==> config.mk <==
export PLATFORM = sky130hd
export DESIGN_NAME = nibble_serial_adder
export DESIGN_NICKNAME = d
export VERILOG_FILES = /design/src/rtl/nibble_serial_adder.sv
export SDC_FILE = /design/constraint.sdc
export NUM_CORES = 1
export LEC_CHECK = 0
export ABC_AREA = 1
export ABC_CLOCK_PERIOD_IN_PS = 6350
export CAP_MARGIN = 20
export CORE_MARGIN = 5
export CORE_UTILIZATION = 51
export DETAILED_ROUTE_END_ITERATION = 8
export PLACE_DENSITY = 0.9
export SLEW_MARGIN = 20
export SYNTH_ARGS = -nofsm -noshare
export SYNTH_HDL_FRONTEND = slang
export SYNTH_HIERARCHICAL = 1
export SYNTH_SLANG_ARGS = --single-unit
==> constraint.sdc <==
create_clock -name clk -period 6.35 [get_ports clk]
set_input_delay 0.635 -clock clk [delete_from_list [all_inputs] [get_ports clk]]
set_output_delay 0.635 -clock clk [all_outputs]
set_load 0.02 [all_outputs]
==> src/rtl/nibble_serial_adder.sv <==
// rtl/nibble_serial_adder.sv - multi-cycle WIDTH-bit adder reusing one 4-bit ripple chain, LSB nibble first
// Optional feature: define NIBBLE_SERIAL_OVF_EN to add the registered signed-overflow output ovf.

// One 4-bit ripple-carry chain; the only adder hardware in the block.
module nibble_adder4 (
  input  logic [3:0] x,
  input  logic [3:0] y,
  input  logic       ci,
  output logic [3:0] s,
  output logic       co
);

  logic [4:0] c;

  assign c[0] = ci;

  for (genvar i = 0; i < 4; i++) begin : g_fa
    assign s[i]     = x[i] ^ y[i] ^ c[i];
    assign c[i + 1] = (x[i] & y[i]) | (c[i] & (x[i] ^ y[i]));
  end

  assign co = c[4];

endmodule

module nibble_serial_adder #(
  parameter int WIDTH = 16
) (
  input  logic             clk,
  input  logic             rst,
  input  logic             in_valid,
  output logic             in_ready,
  input  logic [WIDTH-1:0] a,
  input  logic [WIDTH-1:0] b,
  input  logic             c_in,
  output logic             out_valid,
  input  logic             out_ready,
  output logic [WIDTH-1:0] sum,
  output logic             c_out,
  output logic             busy
`ifdef NIBBLE_SERIAL_OVF_EN
  ,
  output logic             ovf
`endif
);

  localparam int NIB  = WIDTH / 4;
  localparam int IDXW = (NIB > 1) ? $clog2(NIB) : 1;

  typedef enum logic [1:0] {
    S_IDLE = 2'd0,
    S_ADD  = 2'd1,
    S_DONE = 2'd2
  } state_t;

  state_t state;
  state_t state_next;

  // Operand shift registers: the low nibble is always the one being added.
  logic [WIDTH-1:0] a_sh;
  logic [WIDTH-1:0] b_sh;
  // Carry between nibbles lives only here; it never ripples combinationally across nibbles.
  logic             carry;
  logic [IDXW-1:0]  idx;
  // Partial sum fills from the top, so after NIB shifts nibble 0 sits at the bottom.
  logic [WIDTH-1:0] psum;

  logic [3:0]       nib_s;
  logic             nib_co;
  logic [WIDTH-1:0] nib_ext;
  logic [WIDTH-1:0] psum_next;
  logic             accept;
  logic             last_nib;

  nibble_adder4 u_chain (
    .x  (a_sh[3:0]),
    .y  (b_sh[3:0]),
    .ci (carry),
    .s  (nib_s),
    .co (nib_co)
  );

  assign nib_ext   = WIDTH'(nib_s);
  assign psum_next = (psum >> 4) | (nib_ext << (WIDTH - 4));
  assign accept    = (state == S_IDLE) && in_valid;
  assign last_nib  = (idx == IDXW'(NIB - 1));

  // State register.
  always_ff @(posedge clk or posedge rst) begin
    if (rst) begin
      state <= S_IDLE;
    end else begin
      state <= state_next;
    end
  end

  // Next-state: accept in IDLE, NIB add cycles, hold in DONE until the consumer takes it.
  always_comb begin
    state_next = state;
    case (state)
      S_IDLE: if (in_valid)  state_next = S_ADD;
      S_ADD:  if (last_nib)  state_next = S_DONE;
      S_DONE: if (out_ready) state_next = S_IDLE;
      default:               state_next = S_IDLE;
    endcase
  end

  // Handshake and status outputs decoded from state.
  always_comb begin
    in_ready  = 1'b0;
    out_valid = 1'b0;
    busy      = 1'b0;
    case (state)
      S_IDLE: in_ready  = 1'b1;
      S_ADD:  busy      = 1'b1;
      S_DONE: begin
        out_valid = 1'b1;
        busy      = 1'b1;
      end
      default: in_ready = 1'b1;
    endcase
  end

  // Datapath: capture on accept, shift one nibble per ADD cycle, publish result on the last nibble.
  always_ff @(posedge clk or posedge rst) begin
    if (rst) begin
      a_sh  <= '0;
      b_sh  <= '0;
      carry <= 1'b0;
      idx   <= '0;
      psum  <= '0;
      sum   <= '0;
      c_out <= 1'b0;
    end else if (accept) begin
      a_sh  <= a;
      b_sh  <= b;
      carry <= c_in;
      idx   <= '0;
      psum  <= '0;
    end else if (state == S_ADD) begin
      a_sh  <= a_sh >> 4;
      b_sh  <= b_sh >> 4;
      carry <= nib_co;
      psum  <= psum_next;
      idx   <= idx + IDXW'(1);
      if (last_nib) begin
        sum   <= psum_next;
        c_out <= nib_co;
      end
    end
  end

`ifdef NIBBLE_SERIAL_OVF_EN
  logic a_msb;
  logic b_msb;

  // Signed overflow: operand signs agree but the result sign differs; held alongside sum.
  always_ff @(posedge clk or posedge rst) begin
    if (rst) begin
      a_msb <= 1'b0;
      b_msb <= 1'b0;
      ovf   <= 1'b0;
    end else if (accept) begin
      a_msb <= a[WIDTH-1];
      b_msb <= b[WIDTH-1];
    end else if ((state == S_ADD) && last_nib) begin
      ovf <= (a_msb == b_msb) && (psum_next[WIDTH-1] != a_msb);
    end
  end
`endif

endmodule

==> results.py <==
metrics = {
    "floorplan": {
        "io_pins": 57,
        "dieWidth_um": 87.5,
        "core_um2": 5890,
        "initial_core_util_pct": 52.0,
        "fp-row-count": 28,
        "fp.dieArea_um2": 7660,
        "die_height_um": 87.5,
    },
    "yosys": {
        "netlist_area_um2": 3060,
        "synth_top_cell_by_area": "dfrtp_1",
        "synth_area_leaders": "dfrtp_1 (54%), nand2_1 (16%), o21ai_2 (4.9%)",
        "synth_top_area_share_pct": 53.9,
        "yosys_register_bits": 66,
        "syn-instance-count": 326,
        "syn_area_per_cell_um2": 9.40,
        "syn_nets": 372,
        "yosysWarnings": 6,
        "ys_seq_area_share_pct": 53.9,
        "ys_types": 20,
    },
    "worst_setup_path": {
        "crit_chain": "inv_1 > ha_1 > inv_1 > clkdlybuf4s50_1",
        "cp_slowest_cell": "clkdlybuf4s50_1",
        "worst_r2r_path_depth": 10,
        "max_stage_delay_ps": 590,
        "cp_top_family": "buffers and inverters",
        "worstPathArrival_ps": 1740,
        "r2r-start": "b_sh[0]",
        "r2r_slack_ps": 4030,
        "cp-end-kind": "primary output",
        "crit_type": "register to primary output",
        "r2r_end": "psum[15]",
        "cpMostUsedCell": "inv_1",
        "cp_max_fo": 3,
        "cp.required_ps": 5710,
        "startpoint_type": "register",
        "cp.buffers_inverters": 3,
    },
    "min_path": {
        "hold_path_end": "a_sh[14]",
        "hold_path_class": "register to register",
        "hold_path_depth": 2,
        "hold_start": "a_sh[14]",
    },
    "drt": {
        "antenna_left": 0,
        "first_pass_iters": 4,
        "drcViolationCount": 0,
        "totalWireLength_um": 5800,
        "drt-vias-per-instance": 4.96,
        "vias": 2283,
        "post_drt_wl_per_cell_um": 12.6,
        "drt_iter0_drc": 81,
    },
    "power": {
        "switchingPower_mw": 0.683,
        "p_leak_nw": 1.87,
        "seq_power_share_pct": 39.1,
        "irDropWorstVdd_mv": 0.219,
        "swShare_pct": 39.0,
        "p_int_mw": 1.07,
        "power_frac_comb_pct": 40.8,
        "clkPwrFrac_pct": 20.1,
        "p_per_area_nw_per_um2": 460,
    },
    "final_layout": {
        "area_growth_pct": 24.3,
        "antennaDiodeCount": 0,
        "multi_input_area_um2": 1150,
        "fin_nets": 427,
        "drive_above_1_share_pct": 13.8,
        "nFillCells": 484,
        "regArea_um2": 1650,
        "final_area_um2": 3810,
    },
    "sta": {
        "fin_skew_ps": 4.86,
        "fmax_mhz": 422,
        "final-hold-violation-count": 0,
        "fin_setup_tns_ps": 0,
        "setup_violations": 0,
        "min_period_ps": 2370,
        "rsz0062_at_grt": "false",
        "tightest_slew_ps": 852,
        "final_max_slew_viol_count": 0,
        "period_share_pct": 37.3,
        "holdWs_ps": 471,
        "max_slew_margin_pct": 43.1,
    },
    "place": {
        "place_congestion": 0.752,
        "placed_area_um2": 3600,
        "dpl.hpwl_um": 4190,
        "port_buffers": 56,
    },
    "clocking": {
        "path_clk_slew_ps": 60,
        "clock_latency_ps": 330,
        "clock_path_buffers": 2,
        "cts_setup_buffers": 0,
        "post_cts_resized": 0,
        "cts_inserted_buffers": 9,
        "cts_tree": "yes",
        "cts-root-buf": "clkbuf_8",
        "cts_hold_buffers": 0,
        "cts_htree_levels": 3,
        "cts.sinks": 66,
    },
    "global_route": {
        "grt_usage_pct": 17.0,
        "overflow": 0,
        "grt_max_degree": 67,
        "grt_pass1_wl_um": 10100,
        "grt_antenna_before_repair": 0,
        "grt_pass1_vias": 2359,
    },
    "status": {
        "status": "complete, no violations",
    },
    "job": {
        "maxCapViolCount": 0,
    },
}
-- synthesized netlist by cell type (all sizes together) --
| library cell | n |
|---|---|
| buf | 13 |
| dfrtp | 66 |
| fa | 4 |
| ha | 5 |
| inv | 37 |
| nand2 | 135 |
| nand3 | 33 |
| nand4 | 2 |
| nor2 | 1 |
| o21ai | 30 |
-- power by group through the flow --
| stage | sequential (mW) | clock, mW | combinational [mW] |
|---|---|---|---|
| 5_1_grt | 0.706 | 0.377 | 0.806 |
| 2_1_floorplan | 0.705 | 0 | 0.529 |
| 6_report | 0.685 | 0.352 | 0.714 |
| 3_5_place_dp | 0.692 | 0 | 0.723 |
| 3_3_place_gp | 0.682 | 0 | 0.684 |
| 4_1_cts | 0.686 | 0.363 | 0.726 |
-- tightest hold or removal path, cell delays in order (launching register included) --
cell and delay, ps:
dfrtp_1 340, nand2_1 50, nand2_1 40
-- layer usage --
layer,wire length [um],GRT usage (%),vias up
li1,-,-,1123
met1,2480,20.4,1087
met2,2890,29.2,60
met3,297,3.03,13
met4,127,8.79,0
met5,0,0,-
-- worst max-delay path by stage --
stage / from / to / slack [ps] / cells past startpoint
after floorplan: rst / a_sh[0] / 4060 / 1
after global placement: in_valid / b_sh[1] / 3840 / 6
after detailed placement: in_valid / a_sh[1] / 3750 / 6
after CTS: state[0] / in_ready / 3960 / 4
after global routing: state[0] / in_ready / 3910 / 4
final: state[0] / in_ready / 3980 / 4
-- cell usage in the layout (no fill, tap or decap) --
master / instances
buf_4: 1
nand2_1: 132
ha_1: 5
clkbuf_8: 12
dfrtp_1: 66
inv_1: 34
clkbuf_1: 1
inv_2: 2
nand2_4: 2
o21ai_1: 9
o21ai_0: 4
nand3_4: 1
fa_1: 4
bufinv_16: 1
clkinv_2: 1
nand4_1: 2
clkdlybuf4s50_1: 56
nand3_1: 19
o21ai_2: 17
nand3_2: 13
nor2_4: 1
inv_6: 1
nand2_2: 1
-- layout make-up --
cell class / count / share of cell area, %
Tap cell: 75 / 2.46
Clock buffer: 13 / 4.43
Multi-Input combinational cell: 210 / 30.1
Inverter: 37 / 3.78
Sequential cell: 66 / 43.4
Clock inverter: 2 / 0.920
Timing Repair Buffer: 57 / 14.9
-- metrics by stage --
step / instances / total power [mW] / util, % / setup WS (ps)
after floorplan: 326 / 1.23 / - / 4060
after global placement: 445 / 1.37 / 61.2 / 3840
after detailed placement: 445 / 1.42 / 61.2 / 3750
after CTS: 460 / 1.77 / 64.7 / 3960
after global routing: 460 / 1.89 / 64.7 / 3910
final: 460 / 1.75 / 64.7 / 3980
-- logic make-up after synthesis --
logic type / synth area share [%]
AND/OR/NAND/NOR: 25.8
flip-flops: 53.9
buffers and inverters: 8.62
AO/OA/AOI/OAI: 6.99
adder cells (fa/ha/maj): 4.66
-- registers in the layout, summed over array words and instances, names as in the netlist --
name and flops:
state 2, c_out 1, psum 12, a_sh 16
sum 16, carry 1, idx 2, b_sh 16
Power figures use the tool's default switching activity.
